===== config.mk =====
export PLATFORM = sky130hd
export DESIGN_NAME = pipe_stage_skid
export DESIGN_NICKNAME = d
export VERILOG_FILES = /design/src/rtl/pipe_stage_skid.sv
export SDC_FILE = /design/constraint.sdc
export NUM_CORES = 1
export LEC_CHECK = 0
export BUFFER_PORTS_ARGS = -buffer_cell sky130_fd_sc_hd__buf_2
export CAP_MARGIN = 20
export CORE_AREA = 2 2 89 91
export CTS_CLUSTER_DIAMETER = 120
export DETAILED_ROUTE_END_ITERATION = 6
export DIE_AREA = 0 0 91 93
export GPL_TIMING_DRIVEN = 0
export PLACE_DENSITY = 0.8
export SLEW_MARGIN = 15
export SYNTH_ARGS = -nofsm -noshare
export SYNTH_HDL_FRONTEND = slang
export SYNTH_SLANG_ARGS = --single-unit

===== constraint.sdc =====
create_clock -name clk -period 2 [get_ports clk]
set_clock_uncertainty 0.2 [all_clocks]
set_input_delay 0.4 -clock clk [delete_from_list [all_inputs] [get_ports clk]]
set_output_delay 0.4 -clock clk [all_outputs]
set_load 0.05 [all_outputs]

===== src/rtl/pipe_stage_skid.sv =====
// Inter-stage pipeline register with a 2-entry skid buffer (main + skid) and valid/ready on both sides.
// Latency: one cycle from in_fire to out_valid/out_data when the stage is EMPTY, or BUSY with a same-cycle out_fire.
// Backpressure: in_ready drops once FULL is registered or while flush is high. out_valid holds until out_fire, flush or reset.
//
// Ports:
//   clk, reset               rising-edge clock, synchronous active-high reset
//   in_valid/in_data/in_ready    upstream handshake; in_fire = in_valid & in_ready
//   out_valid/out_data/out_ready downstream handshake; out_data = oldest entry or BUBBLE_VAL
//   flush                    discards every held entry; the stage is EMPTY on the next cycle
//   occupancy                entries held (0..2); this is the registered state encoding
//   stall_cnt                saturating count of cycles with out_valid & !out_ready
module pipe_stage_skid #(
  parameter int                DATA_W     = 32,
  parameter logic [DATA_W-1:0] BUBBLE_VAL = '0,
  parameter int                CNT_W      = 16
) (
  input  logic              clk,
  input  logic              reset,
  input  logic              in_valid,
  input  logic [DATA_W-1:0] in_data,
  output logic              in_ready,
  output logic              out_valid,
  output logic [DATA_W-1:0] out_data,
  input  logic              out_ready,
  input  logic              flush,
  output logic [1:0]        occupancy,
  output logic [CNT_W-1:0]  stall_cnt
);

  // The state value is the entry count, so occupancy is a direct copy of the state.
  typedef enum logic [1:0] {
    ST_EMPTY = 2'd0,
    ST_BUSY  = 2'd1,
    ST_FULL  = 2'd2
  } state_e;

  state_e            state_q, state_d;
  logic [DATA_W-1:0] main_q, main_d;
  logic [DATA_W-1:0] skid_q, skid_d;
  logic [CNT_W-1:0]  stall_q, stall_d;

  logic in_fire;
  logic out_fire;

  assign in_fire  = in_valid & in_ready;
  assign out_fire = out_valid & out_ready;

  // State and storage registers.
  always_ff @(posedge clk) begin
    if (reset) begin
      state_q <= ST_EMPTY;
      main_q  <= BUBBLE_VAL;
      skid_q  <= BUBBLE_VAL;
      stall_q <= '0;
    end else begin
      state_q <= state_d;
      main_q  <= main_d;
      skid_q  <= skid_d;
      stall_q <= stall_d;
    end
  end

  // Next state and next storage contents.
  always_comb begin
    state_d = state_q;
    main_d  = main_q;
    skid_d  = skid_q;

    if (flush) begin
      // A consume of main in this cycle is legal, but both entries are dropped either way.
      state_d = ST_EMPTY;
      main_d  = BUBBLE_VAL;
      skid_d  = BUBBLE_VAL;
    end else begin
      case (state_q)
        ST_EMPTY: begin
          if (in_fire) begin
            state_d = ST_BUSY;
            main_d  = in_data;
          end
        end
        ST_BUSY: begin
          if (in_fire && out_fire) begin
            main_d = in_data;
          end else if (in_fire) begin
            // The downstream stalled, so the new word waits behind main in skid.
            state_d = ST_FULL;
            skid_d  = in_data;
          end else if (out_fire) begin
            state_d = ST_EMPTY;
            main_d  = BUBBLE_VAL;
          end
        end
        ST_FULL: begin
          // in_ready is low in FULL, so the only possible event is a drain into main.
          if (out_fire) begin
            state_d = ST_BUSY;
            main_d  = skid_q;
            skid_d  = BUBBLE_VAL;
          end
        end
        default: begin
          state_d = ST_EMPTY;
          main_d  = BUBBLE_VAL;
          skid_d  = BUBBLE_VAL;
        end
      endcase
    end
  end

  // The stall counter ignores flush. It stops at all-ones instead of wrapping.
  always_comb begin
    stall_d = stall_q;
    if (out_valid && !out_ready && (stall_q != {CNT_W{1'b1}})) begin
      stall_d = stall_q + CNT_W'(1);
    end
  end

  // Outputs. flush -> in_ready is the only combinational path through the stage.
  always_comb begin
    in_ready  = (state_q != ST_FULL) && !flush;
    out_valid = (state_q != ST_EMPTY);
    out_data  = main_q;
    occupancy = state_q;
    stall_cnt = stall_q;
  end

endmodule

==> flow_metrics.py, run 1 <==
metrics = {
    "clocking": {
        "cts-hold-fix-buffers": 0,
        "numCtsBuffers": 9,
        "htreeDepth": 3,
        "clkSinkCount": 82,
        "clkTransAtPathRegs_ps": 90,
        "cts_tree": "yes",
        "cts_buffer_depth": 2,
        "root_buffer": "clkbuf_8",
        "cts_setup_buffers": 0,
        "clk_latency_ps": 350,
    },
    "cells_and_area": {
        "drive_gt1_share_pct": 31.68,
        "num_antenna_cells": 0,
        "layout.nets": 516,
        "fin_cells": 585,
        "area_delta_synth_final_pct": 22.81,
    },
    "logic_synthesis": {
        "synth_xor_area_share_pct": 0,
        "yosysUniqueCellTypes": 38,
        "synth_compound_gate_area_share_pct": 14.41,
        "async_reset_ff_share_pct": 0,
        "synth_adder_area_share_pct": 0.3457,
        "syn_inst": 380,
        "ys_ff_latch": 82,
        "yosysTopAreaCellShare_pct": 45.35,
        "synth-simple-area-share_pct": 23.51,
        "synth_top_family_by_area": "simple AND/OR/NAND/NOR gates",
        "synth.area.top_cells": "dfxtp_1 (45%), mux2i_1 (9.4%), a222oi_1 (8.8%), nor2_1 (7.7%), and2_1 (6.6%)",
        "synth.avg_cell_area_um2": 9.526,
        "synth_common_cells": "dfxtp_1 (82), nor2_1 (74), and2_1 (38), mux2i_1 (34), a222oi_1 (32)",
        "synth-seq-area-share_pct": 45.35,
        "synth-main-ff-cell": "dfxtp_1",
        "syn-cell-area_um2": 3620,
        "muxShareOfSynthArea_pct": 11.58,
        "post-synth-top-count-cell": "dfxtp_1",
        "yosys.area.top_type": "dfxtp_1",
        "ys.warnings.count": 0,
        "syn_nets": 418,
        "synth-edff-count": 0,
    },
    "routing": {
        "wl_mm": 8.716,
        "ant_nets": 0,
        "vias": 3222,
        "vias_per_cell": 5.508,
        "route.detailed.drc": 0,
        "drt_iter0_markers": 231,
        "avgRoutedWirePerCell_um": 14.90,
        "drtPass1Iterations": 6,
    },
    "timing": {
        "finalCriticalPeriod_ps": 1984,
        "hold_viol_final": 0,
        "timing.fmax_mhz": 504.0,
        "tightest_slew_ps": 555.9,
        "rsz0062_at_grt": "yes",
        "finalSetupViolCount": 0,
        "slew_headroom_pct": 62.94,
        "hold_slack_ps": 44.22,
        "slew_viol_final": 0,
        "fin_crit_sh_pct": 99.21,
    },
    "placed_design": {
        "dp_hpwl_mm": 6.016,
        "io_buffers": 87,
        "place_congestion": 0.7880,
        "dp_cells": 569,
    },
    "pwr": {
        "irDropWorstVdd_mv": 0.4971,
        "power_leakage_uw": 0.001840,
        "power.total_uw": 3249,
        "p_per_area_nw_per_um2": 730.8,
    },
    "grt": {
        "grt_pass1_vias": 2996,
        "grt_pass1_wl_mm": 14.19,
        "grt_usage_pct": 20.63,
        "grt_start_max_net_pins": 16,
        "antenna_found_initial": 0,
        "grt-ovfl-total": 0,
    },
    "run_status": {
        "status": "completed",
    },
    "flow_run": {
        "drv_cap": 0,
    },
    "floorplanning": {
        "num_io_pins": 89,
        "rows": 32,
        "core-area_um2": 7527,
        "die_h_um": 93,
        "start_util_pct": 48.09,
        "die_w_um": 91,
        "dieArea_um2": 8463,
    },
    "setup_path": {
        "cp-end-kind": "flip-flop",
        "cp_common_cell": "buf_2",
        "path_buf_inv": 2,
        "startpoint_type": "flip-flop",
        "path_class": "reg -> reg",
        "crit_chain": "buf_2 -> nor3b_2 -> o32ai_2 -> buf_2 -> a222oi_1 -> nor2_1",
        "cp.arrival_ps": 2010,
        "cp_top_family": "compound AO/OA/AOI/OAI gates",
        "cp.required_ps": 2020,
        "slowest_delay_ps": 480,
        "cp_slowest_cell": "a222oi_1",
        "crit_fanout": 10,
    },
    "min_path": {
        "min_path_type": "in -> reg",
    },
}
cells in the final DEF (no fill, tap or decap), types with 4 or more instances in the layout:
cell type	synthesis	routed
a21oi_1	15	15
nand3_1	4	4
nor2b_1	12	10
dfxtp_1	82	68
a222oi_1	32	32
buf_4	3	4
mux2i_1	34	34
mux2_1	7	7
nand4_1	6	6
or3_1	5	5
dfxtp_2	0	14
and2_1	38	38
clkbuf_1	13	10
buf_6	3	5
nor2_1	74	73
clkbuf_8	0	10
o21ai_0	6	6
nand2_1	4	4
buf_2	12	94
sequential cells by signal (all words and copies together) (netlist names):
name	cells
occupancy	2
out_data	32
skid_q	32
stall_cnt	16
timing repair:
action,in CTS,in global routing
pin swaps,0,3
resized for setup,1,16
gates cloned,0,1
endpoints found under the setup margin,1,33
through the flow:
step / setup WS, ps / TNS [ps] / utilization (%) / area (µm²)
floorplan: 6.535 / 0 / - / 3640
global placement: 22.88 / 0 / 55.83 / 4203
detailed placement: -9.304 / -26.84 / 55.83 / 4203
CTS: 30.38 / 0 / 58.64 / 4414
global route: -35.86 / -78.71 / 59.06 / 4446
finish: 15.86 / 0 / 59.06 / 4446
layer usage:
| layer | vias to the layer above | track usage (%) | wire length (µm) |
|---|---|---|---|
| li1 | 1571 | - | - |
| met1 | 1530 | 26.24 | 3819 |
| met2 | 107 | 34.44 | 4210 |
| met3 | 14 | 4.110 | 514 |
| met4 | 0 | 8.460 | 173 |
| met5 | - | 0 | 0 |
layout make-up:
type | instances | area [µm²]
plain buffers | 31 | 186.4
clock buffers | 10 | 137.6
clock inverters | 6 | 71.32
fillers | 695 | 3082
inverters | 1 | 3.754
multi-input cells | 266 | 1822
flip-flops and latches | 82 | 1659
well taps | 102 | 127.6
repair buffers | 87 | 437.9
path summary, 6_finish.rpt:
path,from,end,slack (ps),cells after the start
worst min-delay path,out_ready,occupancy[1]$_SDFFE_PP0P_,40,2
worst min register to register,stall_cnt[14]$_SDFFE_PP0P_,stall_cnt[14]$_SDFFE_PP0P_,300,2
worst max register to register,occupancy[1]$_SDFFE_PP0P_,out_data[25]$_SDFFE_PP0P_,20,6
worst max-delay path,occupancy[1]$_SDFFE_PP0P_,out_data[25]$_SDFFE_PP0P_,20,6
logic make-up (layout without fill, tap and decap cells):
kind of cell               count (synthesis)  after routing
DFF                                       82             82
adders and majority gates                  1              1
muxes                                     41             41
AOI/OAI and AO/OA                         62             62
and+or+nand+nor                          161            162
buffers and inverters                     33            135
report_power, final:
part | switching [µW] | total (µW) | leakage, µW | internal [µW]
Sequential | 9.40 | 1660 | 0.000669 | 1650
Clock | 630 | 1250 | 0.0000999 | 624
Combinational | 216 | 336 | 0.00107 | 120
worst register-to-register path, cell delays in order, from the launching register on:
cell,delay (ps)
dfxtp_2,320
buf_2,170
nor3b_2,240
o32ai_2,150
buf_2,220
a222oi_1,480
nor2_1,80
Power figures use the tool's default switching activity.
==> run 2, diff against run 1 <==
--- a/config.mk
+++ b/config.mk
@@ -5,14 +5,15 @@
 export SDC_FILE = /design/constraint.sdc
 export NUM_CORES = 1
 export LEC_CHECK = 0
+export ABC_AREA = 1
 export BUFFER_PORTS_ARGS = -buffer_cell sky130_fd_sc_hd__buf_2
 export CAP_MARGIN = 20
-export CORE_AREA = 2 2 89 91
+export CORE_AREA = 2 2 91 93
 export CTS_CLUSTER_DIAMETER = 120
 export DETAILED_ROUTE_END_ITERATION = 6
-export DIE_AREA = 0 0 91 93
+export DIE_AREA = 0 0 93 95
 export GPL_TIMING_DRIVEN = 0
-export PLACE_DENSITY = 0.8
+export PLACE_DENSITY = 0.81
 export SLEW_MARGIN = 15
 export SYNTH_ARGS = -nofsm -noshare
 export SYNTH_HDL_FRONTEND = slang
==> run 2 against run 1 <==
  * Final cell count is 33% higher
  * Clock power shrank 6%
  * Critical endpoint is now in_ready
  * Global-route usage grew 2.8 points
==> flow_metrics.py, run 2 <==
metrics = {
    "pwr": {
        "p_sw_uw": 959.3,
        "p_per_area_nw_per_um2": 692.9,
        "p_int_uw": 2264,
        "power_leakage_uw": 0.002082,
        "power_frac_clock_pct": 36.4,
        "pwr-share-seq_pct": 51.9,
        "p_sw_share_pct": 29.76,
        "p_comb_share_pct": 11.8,
        "irDropWorstVdd_mv": 0.4065,
    },
    "setup_path": {
        "rrSetupSlack_ps": 120,
        "cp-end-kind": "output pin",
        "crit_chain": "inv_2 -> nand2_2 -> inv_4 -> buf_6 -> nor2_4 -> buf_6",
        "crit_path_end": "in_ready",
        "r2r_start": "stall_cnt[0]$_SDFFE_PP0P_",
        "startpoint_type": "flip-flop",
        "r2r_cells": 9,
        "cp_common_cell": "buf_6",
        "cp_slowest_cell": "dfxtp_2",
        "crit_start": "occupancy[0]$_SDFFE_PP0P_",
        "regToRegEndpoint": "stall_cnt[0]$_SDFFE_PP0P_",
        "cp.arrival_ps": 1340,
        "cp.required_ps": 1400,
        "slowest_delay_ps": 370,
        "path_class": "reg -> out",
        "crit_fanout": 10,
    },
    "placed_design": {
        "place_congestion": 0.8608,
        "io_buffers": 87,
        "dp_hpwl_mm": 7.347,
        "dpl_worst_slack_ps": -102.2,
    },
    "cells_and_area": {
        "final_common_cell": "nand2_1",
        "fillers": 787,
        "fin_util_pct": 58.68,
        "layout.nets": 704,
        "num_antenna_cells": 0,
        "area_delta_synth_final_pct": 21.23,
        "drive_gt1_share_pct": 21.46,
        "final_cell_mix": "nand2_1 (244), buf_2 (91), dfxtp_1 (78)",
    },
    "routing": {
        "drt_iter0_markers": 280,
        "route.detailed.drc": 0,
        "avgRoutedWirePerCell_um": 12.87,
        "ant_nets": 0,
        "vias_per_cell": 5.111,
        "drtPass1Iterations": 5,
        "wl_mm": 9.987,
        "vias": 3966,
    },
    "floorplanning": {
        "core-area_um2": 7928,
        "start_util_pct": 48.41,
        "die_w_um": 93,
        "dieArea_um2": 8835,
        "die_h_um": 95,
        "num_io_pins": 89,
        "rows": 33,
    },
    "clocking": {
        "cts_buffer_depth": 2,
        "htreeDepth": 3,
        "clk_latency_ps": 350,
        "clkTransAtPathRegs_ps": 90,
        "cts_setup_buffers": 0,
        "clkSinkCount": 82,
        "cts_tree": "yes",
        "root_buffer": "clkbuf_8",
        "numCtsBuffers": 9,
    },
    "logic_synthesis": {
        "synth.area.top_cells": "dfxtp_1 (43%), nand2_1 (24%), a21oi_1 (9.4%), nor2_1 (4.5%), buf_6 (2.9%)",
        "muxShareOfSynthArea_pct": 0,
        "yosysTopAreaCellShare_pct": 42.78,
        "synth_top_family_by_area": "simple AND/OR/NAND/NOR gates",
        "synth-edff-count": 0,
        "post-synth-top-count-cell": "nand2_1",
        "synth-main-ff-cell": "dfxtp_1",
        "async_reset_ff_share_pct": 0,
        "synth_xor_area_share_pct": 1.369,
        "yosysUniqueCellTypes": 28,
        "synth_common_cells": "nand2_1 (244), dfxtp_1 (82), a21oi_1 (72), nor2_1 (46), inv_1 (22)",
        "ys_ff_latch": 82,
        "syn_nets": 606,
        "synth.avg_cell_area_um2": 6.756,
        "synth_adder_area_share_pct": 0.3261,
        "yosys.area.top_type": "dfxtp_1",
        "synth-seq-area-share_pct": 42.78,
        "ys.warnings.count": 0,
        "syn_inst": 568,
        "synth_compound_gate_area_share_pct": 14.28,
        "synth-simple-area-share_pct": 33.55,
        "syn-cell-area_um2": 3837,
    },
    "timing": {
        "tightest_slew_ps": 538.9,
        "fin_ws_ps": 61.02,
        "slew_headroom_pct": 64.08,
        "finalCriticalPeriod_ps": 1939,
        "finalSetupViolCount": 0,
        "timing.fmax_mhz": 515.7,
        "hold_viol_final": 0,
        "fin_crit_sh_pct": 96.95,
        "slew_viol_final": 0,
        "rsz0062_at_grt": "no",
    },
    "grt": {
        "grt-ovfl-total": 0,
        "grt_pass1_wl_mm": 16.58,
        "grt_usage_pct": 23.38,
        "grt_start_max_net_pins": 18,
        "grt_pass1_vias": 3661,
        "antenna_found_initial": 0,
    },
    "min_path": {
        "min_path_type": "in -> reg",
    },
    "flow_run": {
        "drv_cap": 0,
    },
    "run_status": {
        "status": "completed",
    },
}
[run 2: changes by cell type in the layout (fill, tap and decap cells not counted), moves of 10 or more]
cell      change
nand3_1      +10
dfxtp_1      +10
nand2_1     +240
nor2b_1      -10
o21ai_0      +15
a21oi_1      +57
nor2_1       -28
dfxtp_2      -11
and2_1       -38
mux2i_1      -34
a222oi_1     -32
inv_1        +20
[run 2: what timing repair did]
| item | in CTS | in global routing |
|---|---|---|
| hold buffers | 0 | 0 |
| setup endpoints to repair | 11 | 12 |
| endpoints found under the hold margin | 0 | 0 |
| resized for setup | 7 | 8 |
| pin swaps | 0 | 0 |
[run 2: cells by family (layout without fill, tap and decap cells)]
logic type | Yosys count | count (layout)
adder cells (fa/ha/maj) | 1 | 1
buffers and inverters | 56 | 159
AND/OR/NAND/NOR | 321 | 321
XOR/XNOR | 6 | 6
AO/OA/AOI/OAI | 102 | 102
flip-flops | 82 | 82
[run 2: area by class of cell]
class | count | area (µm²) | share of cell area [%]
clock inverters | 7 | 67.56 | 1.452
multi-input cells | 430 | 1932 | 41.53
clock buffers | 9 | 123.9 | 2.663
plain buffers | 31 | 210.2 | 4.519
well taps | 105 | 131.4 | 2.824
repair buffers | 87 | 441.7 | 9.494
flip-flops and latches | 82 | 1649 | 35.45
inverters | 25 | 96.34 | 2.071
[run 2: power groups by stage]
stage	logic, µW	registers, µW	clock network [µW]
floorplan	188	1780	0
global placement	370	1710	0
detailed placement	376	1710	0
CTS	378	1670	1200
global route	420	1680	1260
finish	380	1670	1170
[run 2: how the worst min path moves through the flow]
stage / startpoint / end / slack (ps) / cells past startpoint
CTS: in_data[0] / skid_q[0]$_SDFFE_PP0P_ / 80 / 3
finish: in_data[13] / skid_q[13]$_SDFFE_PP0P_ / 100 / 3
detailed placement: out_data[18]$_SDFFE_PP0P_ / out_data[18]$_SDFFE_PP0P_ / 250 / 2
global route: in_data[0] / skid_q[0]$_SDFFE_PP0P_ / 90 / 3
floorplan: skid_q[21]$_SDFFE_PP0P_ / skid_q[21]$_SDFFE_PP0P_ / 240 / 2
global placement: out_data[11]$_SDFFE_PP0P_ / out_data[11]$_SDFFE_PP0P_ / 250 / 2
[run 2: routing by layer]
| metal | wire length, µm | global-route usage (%) | vias to the layer above |
|---|---|---|---|
| met3 | 700 | 4.709 | 11 |
| met4 | 105 | 5.637 | 0 |
| met1 | 4349 | 29.38 | 1820 |
| met5 | 0 | 0 | - |
| li1 | - | - | 2005 |
| met2 | 4831 | 41.30 | 130 |
[run 2: worst max-delay path: cells and delay by family (launching register included)]
| family | cells | cell delay, ps |
|---|---|---|
| buf+inv | 4 | 420 |
| simple gates | 2 | 190 |
| flops | 1 | 370 |
[run 2: per-stage QoR]
stage          instances  power (µW)  setup TNS (ps)  hold slack [ps]  instance area [µm²]
3_3_place_gp         760        2079          -273.7            249.8                 4417
4_1_cts              776        3254               0            82.40                 4631
5_1_grt              776        3358               0            92.52                 4652
3_5_place_dp         760        2086          -972.6            253.1                 4417
6_report             776        3224               0            101.6                 4652
2_1_floorplan        568        1965               0            244.0                 3850
==> run 3, diff against run 2 <==
--- a/config.mk
+++ b/config.mk
@@ -8,12 +8,12 @@
 export ABC_AREA = 1
 export BUFFER_PORTS_ARGS = -buffer_cell sky130_fd_sc_hd__buf_2
 export CAP_MARGIN = 20
-export CORE_AREA = 2 2 91 93
+export CORE_AREA = 2 2 96 89
 export CTS_CLUSTER_DIAMETER = 120
 export DETAILED_ROUTE_END_ITERATION = 6
-export DIE_AREA = 0 0 93 95
+export DIE_AREA = 0 0 98 91
 export GPL_TIMING_DRIVEN = 0
-export PLACE_DENSITY = 0.81
+export PLACE_DENSITY = 0.8
 export SLEW_MARGIN = 15
 export SYNTH_ARGS = -nofsm -noshare
 export SYNTH_HDL_FRONTEND = slang
==> run 3 against run 2 <==
  * Global-route usage decreased by 1.1 points
  * Largest cell class unchanged
  * Largest power group unchanged
  * Sequential cell count unchanged
  * Non-clock buffer count stayed put
==> flow_metrics.py, run 3 (synthesis gave the netlist of run 2 again) <==
metrics = {
    "setup_path": {
        "cp.arrival_ps": 1330,
        "path_class": "reg -> out",
        "crit_fanout": 10,
        "rrSetupSlack_ps": 160,
        "r2r_start": "stall_cnt[0]$_SDFFE_PP0P_",
        "crit_chain": "inv_2 -> nand2_2 -> inv_2 -> buf_6 -> nor2_4 -> buf_6",
        "r2r_cells": 9,
        "cp_slowest_cell": "dfxtp_4",
        "startpoint_type": "flip-flop",
        "slowest_delay_ps": 370,
        "cp-end-kind": "output pin",
        "cp_top_family": "buffers and inverters",
        "path_buf_inv": 4,
        "regToRegEndpoint": "stall_cnt[12]$_SDFFE_PP0P_",
        "cp.required_ps": 1400,
    },
    "timing": {
        "hold_slack_ps": 116.6,
        "hold_viol_final": 0,
        "slew_headroom_pct": 62.41,
        "slew_viol_final": 0,
        "timing.fmax_mhz": 517.9,
        "rsz0062_at_grt": "no",
        "fin_ws_ps": 69.04,
        "fin_crit_sh_pct": 96.55,
        "finalSetupViolCount": 0,
        "tightest_slew_ps": 561.8,
        "finalCriticalPeriod_ps": 1931,
    },
    "cells_and_area": {
        "final_cell_mix": "nand2_1 (244), buf_2 (91), dfxtp_1 (78)",
        "final_common_cell": "nand2_1",
        "layout.nets": 704,
        "num_antenna_cells": 0,
        "fillers": 773,
        "drive_gt1_share_pct": 21.46,
        "area_delta_synth_final_pct": 21.42,
    },
    "floorplanning": {
        "dieArea_um2": 8918,
        "die_w_um": 98,
        "rows": 31,
        "die_h_um": 91,
        "start_util_pct": 48.74,
        "core-area_um2": 7874,
        "num_io_pins": 89,
    },
    "routing": {
        "route.detailed.drc": 0,
        "ant_nets": 0,
        "vias": 4032,
        "drt_iter0_markers": 161,
        "wl_mm": 9.959,
        "avgRoutedWirePerCell_um": 12.93,
        "drtPass1Iterations": 5,
        "vias_per_cell": 5.236,
    },
    "placed_design": {
        "dpl_worst_slack_ps": -122.4,
        "dp_hpwl_mm": 7.324,
        "io_buffers": 87,
        "place_congestion": 0.9339,
    },
    "min_path": {
        "hp-start": "in_data[9]",
        "hold_depth": 3,
        "hold_end": "skid_q[9]$_SDFFE_PP0P_",
        "min_path_type": "in -> reg",
    },
    "grt": {
        "grt_pass1_wl_mm": 16.55,
        "antenna_found_initial": 0,
        "grt-ovfl-total": 0,
        "grt_start_max_net_pins": 16,
        "grt_usage_pct": 22.32,
        "grt_pass1_vias": 3687,
    },
    "pwr": {
        "irDropWorstVdd_mv": 0.3031,
        "power_leakage_uw": 0.002086,
        "p_per_area_nw_per_um2": 710.2,
    },
    "clocking": {
        "htreeDepth": 3,
        "clkSinkCount": 82,
        "clkTransAtPathRegs_ps": 100,
        "clk_latency_ps": 350,
        "numCtsBuffers": 9,
        "cts_tree": "yes",
        "root_buffer": "clkbuf_8",
        "cts_buffer_depth": 2,
        "cts-hold-fix-buffers": 0,
    },
    "run_status": {
        "status": "completed",
    },
    "flow_run": {
        "drv_cap": 0,
    },
}
-- run 3: changes by cell type in the layout (fill, tap and decap cells not counted), sizes merged --
cell and delta:
bufinv +1, clkbuf +1, clkinvlp +1, inv -3
-- run 3: metrics by stage --
step                setup TNS (ps)  area, µm²  util, %  instances  total power, µW
floorplan                        0       3850        -        568             1965
global placement            -105.5       4409    56.00        754             2077
detailed placement          -722.0       4409    56.00        754             2085
CTS                              0       4634    58.86        770             3330
global route                     0       4659    59.18        770             3438
finish                           0       4659    59.18        770             3309
-- run 3: what timing repair did --
item                                    4_1_cts  5_1_grt
pin swaps                                     0        0
cloned                                        0        0
hold endpoints to repair                      0        0
endpoints found under the setup margin       11       15
setup buffers                                 0        0
gates resized for setup                       7        7
-- run 3: worst max-delay path by stage --
stage	start	endpoint	slack, ps	cells past startpoint
after detailed placement	reset	skid_q[11]$_SDFFE_PP0P_	-120	5
final	occupancy[0]$_SDFFE_PP0P_	in_ready	70	6
after global routing	reset	skid_q[11]$_SDFFE_PP0P_	4	5
after CTS	occupancy[0]$_SDFFE_PP0P_	in_ready	10	6
after floorplan	stall_cnt[0]$_SDFFE_PP0P_	stall_cnt[0]$_SDFFE_PP0P_	10	9
after global placement	reset	skid_q[15]$_SDFFE_PP0P_	-20	5
-- run 3: layout make-up --
class	instances	area, µm²	area share [%]
multi-input combinational	430	1932	41.46
buffer	31	210.2	4.511
timing repair buffer	87	441.7	9.479
tap	99	123.9	2.658
clock buffer	10	137.6	2.954
inverter	25	93.84	2.014
clock inverter	6	71.32	1.531
sequential	82	1649	35.39
-- run 3: worst register-to-register path, delay by kind of cell, from the launching register on --
family	cells	cell delay, ps
AND/OR/NAND/NOR	5	610
flip-flops	1	400
buffers and inverters	2	240
adder cells (fa/ha/maj)	1	200
AO/OA/AOI/OAI	1	50
-- run 3: per-layer routing --
layer	vias to the layer above	track usage, %	share of wire, %
li1	2004	-	-
met4	0	8.681	1.9
met2	147	36.53	47
met3	18	3.387	6.9
met5	-	0	0
met1	1863	29.63	44
-- run 3: power by group --
part           switching, µW  total, µW  leakage [µW]  internal [µW]
Combinational            261        380       0.00132            119
Sequential              14.6       1670      0.000665           1660
Clock                    635       1260     0.0000995            622
